**config.mk**
```make
export PLATFORM = sky130hd
export DESIGN_NAME = scale_loop_scheduler
export DESIGN_NICKNAME = d
export VERILOG_FILES = /design/src/rtl/scale_loop_scheduler.sv
export SDC_FILE = /design/constraint.sdc
export NUM_CORES = 1
export LEC_CHECK = 0
export ABC_AREA = 1
export BUFFER_PORTS_ARGS = -buffer_cell sky130_fd_sc_hd__buf_4
export CAP_MARGIN = 25
export CORE_ASPECT_RATIO = 1.75
export CORE_MARGIN = 5
export CORE_UTILIZATION = 55
export CTS_CLUSTER_DIAMETER = 200
export DETAILED_ROUTE_END_ITERATION = 10
export PLACE_DENSITY = 0.87
export SLEW_MARGIN = 15
export SYNTH_ARGS = -nofsm -noshare
export SYNTH_HDL_FRONTEND = slang
export SYNTH_SLANG_ARGS = --single-unit
```
**constraint.sdc**
```tcl
create_clock -name clk -period 1.85 [get_ports clk]
set_input_delay 0 -clock clk [delete_from_list [all_inputs] [get_ports clk]]
set_output_delay 0 -clock clk [all_outputs]
set_load 0.01 [all_outputs]
```
**src/rtl/scale_loop_scheduler.sv**
```systemverilog
// Frame-level sequencer for the scale-parameter generator: clears it, steps it
// one scale at a time, and hands every scale that still covers the window to the detector.
module scale_loop_scheduler #(
    parameter int W_BITS   = 10,
    parameter int H_BITS   = 10,
    parameter int WIN_BITS = 16,
    parameter int TIMEOUT  = 64
) (
    input  logic                clk,
    input  logic                resetn,
    input  logic                frame_start,
    input  logic                frame_abort,
    input  logic [WIN_BITS-1:0] cfg_win_size,
    input  logic [7:0]          cfg_max_scales,
    output logic                sp_resetn,
    output logic                sp_start,
    output logic                sp_taken,
    input  logic                sp_ready,
    input  logic                sp_done,
    input  logic [W_BITS-1:0]   sp_scale_w,
    input  logic [H_BITS-1:0]   sp_scale_h,
    output logic                scale_valid,
    input  logic                scale_ready,
    output logic [W_BITS-1:0]   scale_w,
    output logic [H_BITS-1:0]   scale_h,
    output logic [7:0]          scale_idx,
    input  logic                det_done,
    output logic                busy,
    output logic                frame_done,
    output logic                timeout_err
);
    localparam int TW  = $clog2(TIMEOUT) + 1;
    localparam int CW0 = (W_BITS > H_BITS) ? W_BITS : H_BITS;
    localparam int CW  = (CW0 > WIN_BITS) ? CW0 : WIN_BITS;

    typedef enum logic [3:0] {
        S_IDLE, S_CLR, S_WAIT_RDY, S_START, S_WAIT_DONE,
        S_CHECK, S_OFFER, S_RUN, S_TAKE, S_FIN
    } state_t;

    state_t              state_q, state_d;
    logic [WIN_BITS-1:0] win_q, win_d;
    logic [7:0]          max_q, max_d;
    logic [7:0]          issued_q, issued_d;
    logic [TW-1:0]       tcnt_q, tcnt_d;
    logic [W_BITS-1:0]   scale_w_q, scale_w_d;
    logic [H_BITS-1:0]   scale_h_q, scale_h_d;
    logic [7:0]          scale_idx_q, scale_idx_d;
    logic                timeout_err_q, timeout_err_d;
    logic                sp_resetn_q, sp_resetn_d;
    logic                sp_start_q, sp_start_d;
    logic                sp_taken_q, sp_taken_d;
    logic                scale_valid_q, scale_valid_d;
    logic                busy_q, busy_d;
    logic                frame_done_q, frame_done_d;
    logic                clr_pulse, fail_take, fin_exit, fits;

    assign fits = (CW'(sp_scale_w) >= CW'(win_q)) && (CW'(sp_scale_h) >= CW'(win_q));

    always_comb begin
        state_d       = state_q;
        win_d         = win_q;
        max_d         = max_q;
        issued_d      = issued_q;
        tcnt_d        = tcnt_q;
        scale_w_d     = scale_w_q;
        scale_h_d     = scale_h_q;
        scale_idx_d   = scale_idx_q;
        timeout_err_d = timeout_err_q;
        clr_pulse     = 1'b0;
        fail_take     = 1'b0;
        fin_exit      = 1'b0;
        case (state_q)
            S_IDLE: if (frame_start) begin
                win_d         = cfg_win_size;
                max_d         = cfg_max_scales;
                issued_d      = 8'd0;
                timeout_err_d = 1'b0;
                state_d       = S_CLR;
            end
            S_CLR:      state_d = S_WAIT_RDY;
            S_WAIT_RDY: if (sp_ready) state_d = (issued_q == max_q) ? S_FIN : S_START;
            S_START: begin
                tcnt_d  = '0;
                state_d = S_WAIT_DONE;
            end
            S_WAIT_DONE: begin
                tcnt_d = tcnt_q + TW'(1);
                if (sp_done) begin
                    state_d = S_CHECK;
                end else if (tcnt_d == TW'(TIMEOUT - 1)) begin
                    // Generator hung: flag it, clear it, and drop the frame silently.
                    timeout_err_d = 1'b1;
                    clr_pulse     = 1'b1;
                    state_d       = S_IDLE;
                end
            end
            S_CHECK: if (fits) begin
                scale_w_d   = sp_scale_w;
                scale_h_d   = sp_scale_h;
                scale_idx_d = issued_q;
                state_d     = S_OFFER;
            end else begin
                fail_take = 1'b1;
                state_d   = S_FIN;
            end
            S_OFFER: if (scale_ready) begin
                issued_d = (issued_q == 8'hFF) ? issued_q : issued_q + 8'd1;
                state_d  = S_RUN;
            end
            S_RUN:  if (det_done) state_d = S_TAKE;
            S_TAKE: state_d = S_WAIT_RDY;
            S_FIN: begin
                fin_exit = 1'b1;
                state_d  = S_IDLE;
            end
            default: state_d = S_IDLE;
        endcase

        // Abort overrides every other same-cycle event, including the offer handshake.
        if (frame_abort && state_q != S_IDLE) begin
            state_d       = S_IDLE;
            clr_pulse     = 1'b1;
            fail_take     = 1'b0;
            fin_exit      = 1'b0;
            issued_d      = issued_q;
            scale_w_d     = scale_w_q;
            scale_h_d     = scale_h_q;
            scale_idx_d   = scale_idx_q;
            timeout_err_d = timeout_err_q;
        end

        sp_resetn_d   = !(state_d == S_CLR || clr_pulse);
        sp_start_d    = (state_d == S_START);
        sp_taken_d    = (state_d == S_TAKE) || fail_take;
        scale_valid_d = (state_d == S_OFFER);
        busy_d        = (state_d != S_IDLE);
        frame_done_d  = fin_exit;
    end

    always_ff @(posedge clk or negedge resetn) begin
        if (!resetn) begin
            state_q       <= S_IDLE;
            win_q         <= '0;
            max_q         <= '0;
            issued_q      <= '0;
            tcnt_q        <= '0;
            scale_w_q     <= '0;
            scale_h_q     <= '0;
            scale_idx_q   <= '0;
            timeout_err_q <= 1'b0;
            sp_resetn_q   <= 1'b0;
            sp_start_q    <= 1'b0;
            sp_taken_q    <= 1'b0;
            scale_valid_q <= 1'b0;
            busy_q        <= 1'b0;
            frame_done_q  <= 1'b0;
        end else begin
            state_q       <= state_d;
            win_q         <= win_d;
            max_q         <= max_d;
            issued_q      <= issued_d;
            tcnt_q        <= tcnt_d;
            scale_w_q     <= scale_w_d;
            scale_h_q     <= scale_h_d;
            scale_idx_q   <= scale_idx_d;
            timeout_err_q <= timeout_err_d;
            sp_resetn_q   <= sp_resetn_d;
            sp_start_q    <= sp_start_d;
            sp_taken_q    <= sp_taken_d;
            scale_valid_q <= scale_valid_d;
            busy_q        <= busy_d;
            frame_done_q  <= frame_done_d;
        end
    end

    assign sp_resetn   = sp_resetn_q;
    assign sp_start    = sp_start_q;
    assign sp_taken    = sp_taken_q;
    assign scale_valid = scale_valid_q;
    assign scale_w     = scale_w_q;
    assign scale_h     = scale_h_q;
    assign scale_idx   = scale_idx_q;
    assign busy        = busy_q;
    assign frame_done  = frame_done_q;
    assign timeout_err = timeout_err_q;
endmodule

```
# Yosys cells after proc, flatten, opt, wreduce, memory -nomap -nowiden
# Index checks and enable logic that the tools add are counted.
# op_classes
bitwise_logic	1
n_eq_ne	21
n_reduce_logical	16
magnitude_cmp	2
n_mux	28
addsub	2
# op_table
operator	n
4-bit two-way mux	9
10-bit by 16-bit >= comparator with 1-bit output	2
4-bit case mux with 8 select lines	1
8-bit two-way mux	3
4-bit by 3-bit == test with 1-bit output (second input constant)	5
8-bit case mux with 2 select lines	1
7-bit case mux with 2 select lines	1
4-bit by 2-bit == test with 1-bit output (second input constant)	3
4-bit == test (second input constant)	3
1-bit two-way mux	12
2-bit != test (second input constant)	5
5-bit AND reduction	2
8-bit by 1-bit adder with 8-bit output (second input constant)	1
4-bit by 1-bit == test with 1-bit output (second input constant)	2
8-bit == test	1
8-bit == test (second input constant)	1
4-bit nonzero test	2
7-bit by 1-bit adder with 7-bit output (second input constant)	1
7-bit by 6-bit == test with 1-bit output (second input constant)	1
2-bit nonzero test	3
4-bit logical NOT	1
3-bit AND reduction	1
1-bit logical AND	2
1-bit logical OR	2
other kinds (5)	5
# totals
ff_bits	78
elab_cells	85

# Logic depth before layout (Yosys ltp)
# Gate-level depths: netlist (run 1).
# depth
depth_word	9
mapped_depth	18
mapped_depth_nobuf	18

# Least setup slack after synthesis (run 1)
# OpenSTA, ideal clock, no wires.
# synth_path
path_type	register to register
startpoint	register win_q[0]
endpoint	register scale_w_q[0], in the netlist scale_w[0]
setup_slack_ns	0.203
path_stages_with_launch	15
arrival_time_ns	1.530
synth_period_minus_slack_ns	1.647
setup_time_ns	0.118
required_ns	1.732
cell_sequence	dfrtp_1 -> ha_1 -> nand2_1 -> nand3_1 -> nand2_1 -> nand2_1 -> nand2_1 -> nand2_1 -> nand2_1 -> nand2_2 -> nand4_2 -> buf_6 -> buf_6 -> nand2_2 -> o21ai_2
# synth_between
elab_chain_cells	3
word_cells_on_any_way	4
classes_between	order compare (2); reduce/logical (2)
# synth_rtl
item	line	rtl
start: declaration	42	logic [WIN_BITS-1:0] win_q, win_d;
start signal: assignment	160	win_q <= win_d;
10-bit by 16-bit >= comparator with 1-bit output	58	assign fits = (CW'(sp_scale_w) >= CW'(win_q)) && (CW'(sp_scale_h) >= CW'(win_q));
1-bit logical AND (*)	58	
3-bit AND reduction (no source line) (*)	--	
end signal: assignment	164	scale_w_q <= scale_w_d;
end: declaration	46	logic [W_BITS-1:0] scale_w_q, scale_w_d;
# Every way passes the cells marked *; elsewhere a longest branch is shown, timed or not.
# A chain may end at the register's enable or synchronous reset.

# Worst setup path in the final report (run 1)
# layout_path
startpoint	register win_q[2]
endpoint	register scale_w_q[2], in the netlist scale_w[2]
# The elaborated chain is that of the path after synthesis.

==> out/qor.yml, run 1 <==
clock-sinks: 78
core_area_um2: 7567
final_cell_mix: "102 x nand2_1, 92 x buf_4, 77 x dfrtp_1"
synth.ff_latch_count: 78
io_buffer_count: 86
layout_min_cycle_time_ns: 2.212
postRouteAntennaNets: 0
via_per_inst: 6.044
dp_cells: 674
first_global_vias: 4174
yosysWarnings: 0
route.met3.wl_um: 1722
drv_slew: 0
hold_path.class: "in2reg"
maxSlewHeadroom_pct: 71.13
r2r-start: "win_q[2]$_DFFE_PN0P_"
tightestPinTransition_ns: 0.4316
layout_commonest_cell: "nand2_1"
final_cell_count_no_fill: 746
r2r_cells: 15
htreeDepth: 3
r2r_end: "scale_w[2]$_DFFE_PN0P_"
leakage_uw: 0.003158
fp.dieH_um: 126.3
cp-start-kind: "flip-flop"
fin_crit_sh_pct: 119.6
overflow: 0
hpwl_um: 7807
finalPower_uw: 7207
grt_usage_pct: 26.32
topRoutingLayerUsed: "met4"
worst_skew_pair.late_latency_ns: 0.34
arrival_ns: 2.44
dp_slack_ns: -0.1303
skew_ns: 0.01290
critPathKind: "reg2reg"
seq_area_frac_synth_pct: 45.95
grt_pass1_wl_um: 20470
initial_core_util_pct: 56.13
yosys.cell_types.count: 35
drtIter0Drc: 714
dieArea_um2: 9650
finalNetCount: 729
avgSynthCellArea_um2: 8.395
cts_root_buf: "clkbuf_16"
hold_ws_ns: 0.02940
routedWlPerCell_um: 22.31
num_rows: 42
worst_ir_drop_vdd_mv: 0.7530
place_congestion: 0.9090
firstDrtPassIters: 5
die_x_um: 76.43
via_count: 4509
outcome: "finished, violations left"
numCtsBuffers: 9
startpoint: "win_q[2]$_DFFE_PN0P_"
final-hold-violation-count: 0
cts_tree: "built"
p_per_area_nw_per_um2: 1166
wl_met1_um: 5634
violations: "negative setup slack"
io_pins: 87
drive_gt1_share_pct: 35.26
synthesis.area_um2: 4248
worstSetupEndpoint: "scale_w[2]$_DFFE_PN0P_"
wl_met2_um: 8068
clk_pin_slew_ns: 0.06
fin_ws_ns: -0.3619
crit_required_ns: 2.08
cp-end-kind: "flip-flop"
finalSetupViolCount: 37
grt_setup_unrepaired: "yes"
n_antenna_cell: 0
cts_buffer_depth: 2
crit_fanout: 8
syn_to_final_growth_pct: 45.45
postSynthCellCount: 506
antenna_found_initial: 0
grt_max_degree: 79
synth_nets: 581
max_freq_ghz: 0.4521
cap_violations: 0
n_fill_cell: 342
remaining_drc_errors: 0
r2r_setup_slack_ns: -0.36
wl_um: 16640
==> sequential cells by signal, indices dropped and copies added (netlist names), 4 cells and up <==
name,flops
max_q,8
win_q,16
issued_q,8
tcnt_q,7
scale_h,10
scale_w,10
scale_idx,8
state_q,4
==> cells by family after synthesis <==
kind of cell / Yosys count / synth area share, %
AND/OR/NAND/NOR: 218 / 23.89
adder cells (fa/ha/maj): 23 / 6.775
AO/OA/AOI/OAI: 81 / 12.02
XOR/XNOR: 5 / 1.031
flip-flops: 78 / 45.95
buffers and inverters: 101 / 10.34
==> worst min-delay path by stage <==
| stage | endpoint | slack [ns] | startpoint | cells past startpoint |
|---|---|---|---|---|
| final | sp_resetn$_DFF_PN0_ | 0.03 | sp_done | 3 |
| after global routing | timeout_err$_DFFE_PN0P_ | 0.07 | sp_done | 4 |
| after CTS | sp_resetn$_DFF_PN0_ | 0.01 | sp_done | 3 |
| after detailed placement | scale_w[1]$_DFFE_PN0P_ | 0.06 | resetn | 2 |
| after global placement | scale_w[1]$_DFFE_PN0P_ | 0.05 | resetn | 2 |
| after floorplan | busy$_DFF_PN0_ | -0.30 | resetn | 0 |
==> worst max-delay path, cell delays in order, from the launching register on <==
cell       delay (ns)
dfrtp_1          0.39
inv_1            0.11
ha_1             0.29
nand2_1          0.07
inv_1            0.07
nand2_1          0.05
nand2_1          0.11
nand2_1          0.07
nand2_1          0.07
nand2_1          0.08
nand2_2          0.13
nand4_4          0.14
buf_12           0.19
clkbuf_16        0.17
nand2_2          0.08
o21ai_2          0.06
==> per-stage QoR <==
stage	TNS, ns	utilization, %	cell area (um2)
detailed placement	-1.498	65.86	4984
floorplan	0	-	4248
global placement	0	65.86	4984
CTS	-1.083	76.07	5757
finish	-10.26	81.65	6178
global route	-12.35	81.65	6178
==> Yosys cell counts <==
cell type	count	area share, %
nand2_1	126	11
dfrtp_1	78	46
inv_1	78	6.9
o21ai_0	29	3.4
ha_1	23	6.8
o21ai_2	21	4.3
nor2_1	20	1.8
nand2_2	19	2.8
nand3_1	19	2.2
a21oi_1	15	1.8
inv_2	9	0.80
nor3_1	9	1.1
nor2_2	8	1.2
buf_6	6	1.6
o21ai_1	6	0.71
buf_2	4	0.47
nand4_1	4	0.59
o22ai_1	4	0.59
nor2_4	3	0.80
xor2_1	3	0.62
buf_4	2	0.35
nand3_2	2	0.47
nand4_2	2	0.59
nor4_1	2	0.29
o21a_1	2	0.35
or2_1	2	0.29
xnor2_1	2	0.41
a211oi_1	1	0.18
a21oi_2	1	0.21
clkbuf_1	1	0.088
inv_4	1	0.15
nor3_4	1	0.38
nor3b_2	1	0.29
o211ai_1	1	0.18
o211ai_2	1	0.29
==> metal layers <==
metal,global-route usage [%],vias up
met1,28.90,2109
met5,0,-
met2,44.85,391
li1,-,1894
met3,7.000,115
met4,15.86,0
==> timing repair <==
item	4_1_cts	5_1_grt
endpoints found under the hold margin	123	0
endpoints found under the setup margin	34	55
pin swaps	1	13
hold buffers	46	0
setup buffers	1	3
cloned	0	7
gates resized for setup	10	61
==> report_power, final <==
part	switching [uW]	internal, uW	total (uW)
Combinational	2050	1150	3200
Sequential	266	2090	2350
Clock	681	974	1660
Total	2990	4210	7210
==> layout make-up <==
cell class | instances | area, um2 | share of cell area [%]
Tap cell | 88 | 110.1 | 1.782
Multi-Input combinational cell | 327 | 2130 | 34.47
Clock inverter | 1 | 5.005 | 0.08100
Sequential cell | 78 | 1953 | 31.61
Inverter | 88 | 332.8 | 5.387
Clock buffer | 14 | 264.0 | 4.273
Timing Repair Buffer | 150 | 1384 | 22.40
No activity file was read; power rests on OpenSTA's default activity.
==> run 2, diff against run 1 <==
- SKIP_CTS_REPAIR_TIMING: not set -> 1
==> run 2 against run 1 <==
Compared with the run above:
- the flow still finishes with violations (negative setup slack)
- non-clock buffer count is 1 higher
- sequential share of layout area hardly changed
- critical endpoint is now scale_idx[6]$_DFFE_PN0P_
- total power is 0.92% lower
==> out/qor.yml, run 2 (synthesis gave the netlist of run 1 again) <==
outcome: "finished, violations left"  # unchanged
violations: "negative setup slack"  # unchanged
r2r_setup_slack_ns: -0.38  # was -0.36 ns
place_congestion: 0.9090  # unchanged
num_rows: 42  # unchanged
cp-start-kind: "flip-flop"  # unchanged
postRouteAntennaNets: 0  # unchanged
cts_root_buf: "clkbuf_16"  # unchanged
cts_buffer_depth: 2  # unchanged
remaining_drc_errors: 0  # unchanged
overflow: 0  # unchanged
grt_pass1_wl_um: 17110  # was 20470 um
leakage_uw: 0.003186  # was 0.003158 uW
clk_pin_slew_ns: 0.05  # was 0.06 ns
core_area_um2: 7567  # unchanged
postLayoutCoreUtil_pct: 81.76  # was 81.65%
critPathKind: "reg2reg"  # unchanged
hpwl_um: 7807  # unchanged
crit_required_ns: 2.06  # was 2.08 ns
worst_skew_pair.late_latency_ns: 0.33  # was 0.34 ns
io_pins: 87  # unchanged
hold_end: "timeout_err$_DFFE_PN0P_"  # was sp_resetn$_DFF_PN0_
largest_reg_flops: 16  # unchanged
final-hold-violation-count: 0  # unchanged
hold_path.class: "in2reg"  # unchanged
dp_slack_ns: -0.1303  # unchanged
die_x_um: 76.43  # unchanged
largest_register: "win_q"  # unchanged
layout_min_cycle_time_ns: 2.226  # was 2.212 ns
hold_ws_ns: 0.03516  # was 0.02940 ns
hold_path_depth: 4  # was 3
cp-end-kind: "flip-flop"  # unchanged
p_per_area_nw_per_um2: 1154  # was 1166 nW/um2
final_cell_mix: "100 x nand2_1, 90 x buf_4, 77 x dfrtp_1"  # was 102 x nand2_1, 92 x buf_4, 77 x dfrtp_1
htreeDepth: 3  # unchanged
placed_cell_area_um2: 4984  # unchanged
layout_commonest_cell: "nand2_1"  # unchanged
first_global_vias: 3731  # was 4174
n_fill_cell: 354  # was 342
io_buffer_count: 86  # unchanged
firstDrtPassIters: 7  # was 5
drive_gt1_share_pct: 35.20  # was 35.26%
dieArea_um2: 9650  # unchanged
cap_violations: 0  # unchanged
syn_to_final_growth_pct: 45.66  # was 45.45%
max_freq_ghz: 0.4492  # was 0.4521 GHz
r2r-start: "win_q[15]$_DFFE_PN0P_"  # was win_q[2]$_DFFE_PN0P_
arrival_ns: 2.43  # was 2.44 ns
grt_max_degree: 79  # unchanged
crit_fanout: 8  # unchanged
drtIter0Drc: 565  # was 714
r2r_cells: 9  # was 15
drv_slew: 0  # unchanged
antenna_found_initial: 0  # unchanged
skew_ns: 0.006469  # was 0.01290 ns
finalNetCount: 730  # was 729
via_count: 4415  # was 4509
n_antenna_cell: 0  # unchanged
initial_core_util_pct: 56.13  # unchanged
wl_um: 15710  # was 16640 um
worst_ir_drop_vdd_mv: 0.7989  # was 0.7530 mV
fin_ws_ns: -0.3764  # was -0.3619 ns
via_per_inst: 5.910  # was 6.044
design_area_um2: 6187  # was 6178 um2
tightestPinTransition_ns: 0.4675  # was 0.4316 ns
grt_setup_unrepaired: "yes"  # unchanged
finalSetupViolCount: 37  # unchanged
grt_usage_pct: 21.76  # was 26.32%
maxSlewHeadroom_pct: 68.74  # was 71.13%
routedWlPerCell_um: 21.03  # was 22.31 um
min_from: "sp_done"  # unchanged
cts_tree: "built"  # unchanged
r2r_end: "scale_idx[6]$_DFFE_PN0P_"  # was scale_w[2]$_DFFE_PN0P_
fp.dieH_um: 126.3  # unchanged
numCtsBuffers: 9  # unchanged
fin_crit_sh_pct: 120.3  # was 119.6%
clock-sinks: 78  # unchanged
run 2: layout make-up:
class | count | area, um2 | area share [%]
Clock inverter | 1 | 5.005 | 0.08089
Tap cell | 88 | 110.1 | 1.780
Clock buffer | 14 | 264.0 | 4.267
Timing Repair Buffer | 151 | 1399 | 22.61
Multi-Input combinational cell | 327 | 2123 | 34.32
Inverter | 88 | 332.8 | 5.379
Sequential cell | 78 | 1953 | 31.57
run 2: worst max-delay path by stage:
stage,cells after the start,start,slack (ns),endpoint
5_1_grt,9,win_q[15]$_DFFE_PN0P_,-0.43,scale_idx[6]$_DFFE_PN0P_
3_3_place_gp,16,win_q[1]$_DFFE_PN0P_,0.03,sp_taken$_DFF_PN0_
6_report,9,win_q[15]$_DFFE_PN0P_,-0.38,scale_idx[6]$_DFFE_PN0P_
2_1_floorplan,14,win_q[0]$_DFFE_PN0P_,0.20,scale_w[0]$_DFFE_PN0P_
3_5_place_dp,15,win_q[7]$_DFFE_PN0P_,-0.13,sp_taken$_DFF_PN0_
4_1_cts,15,win_q[7]$_DFFE_PN0P_,-0.19,sp_taken$_DFF_PN0_
run 2: stage by stage:
step / std cells / TNS, ns / power (uW)
CTS: 689 / -3.612 / 6385
global route: 747 / -11.92 / 7483
global placement: 674 / 0 / 4566
floorplan: 506 / 0 / 3986
finish: 747 / -10.51 / 7140
detailed placement: 674 / -1.498 / 4722
run 2: critical path: stages (launching register included):
cell       delay, ns
dfrtp_1         0.40
nor2_1          0.14
nand4_1         0.39
or2_1           0.43
nand2_4         0.12
nand4_4         0.12
buf_12          0.20
clkbuf_16       0.16
nand2_2         0.06
o21ai_1         0.08
run 2: power breakdown:
group | switching [uW] | leakage, uW | internal, uW | total, uW
registers | 250 | 0.00104 | 2090 | 2340
logic | 2030 | 0.00202 | 1140 | 3180
clock network | 653 | 0.000133 | 974 | 1630
run 2: metal layers:
layer	up-vias	global-route usage [%]	share of wire, %
li1	1890	-	-
met1	2095	23.63	34
met2	342	38.23	51
met3	88	5.071	8.6
met4	0	12.36	6.8
met5	-	0	0
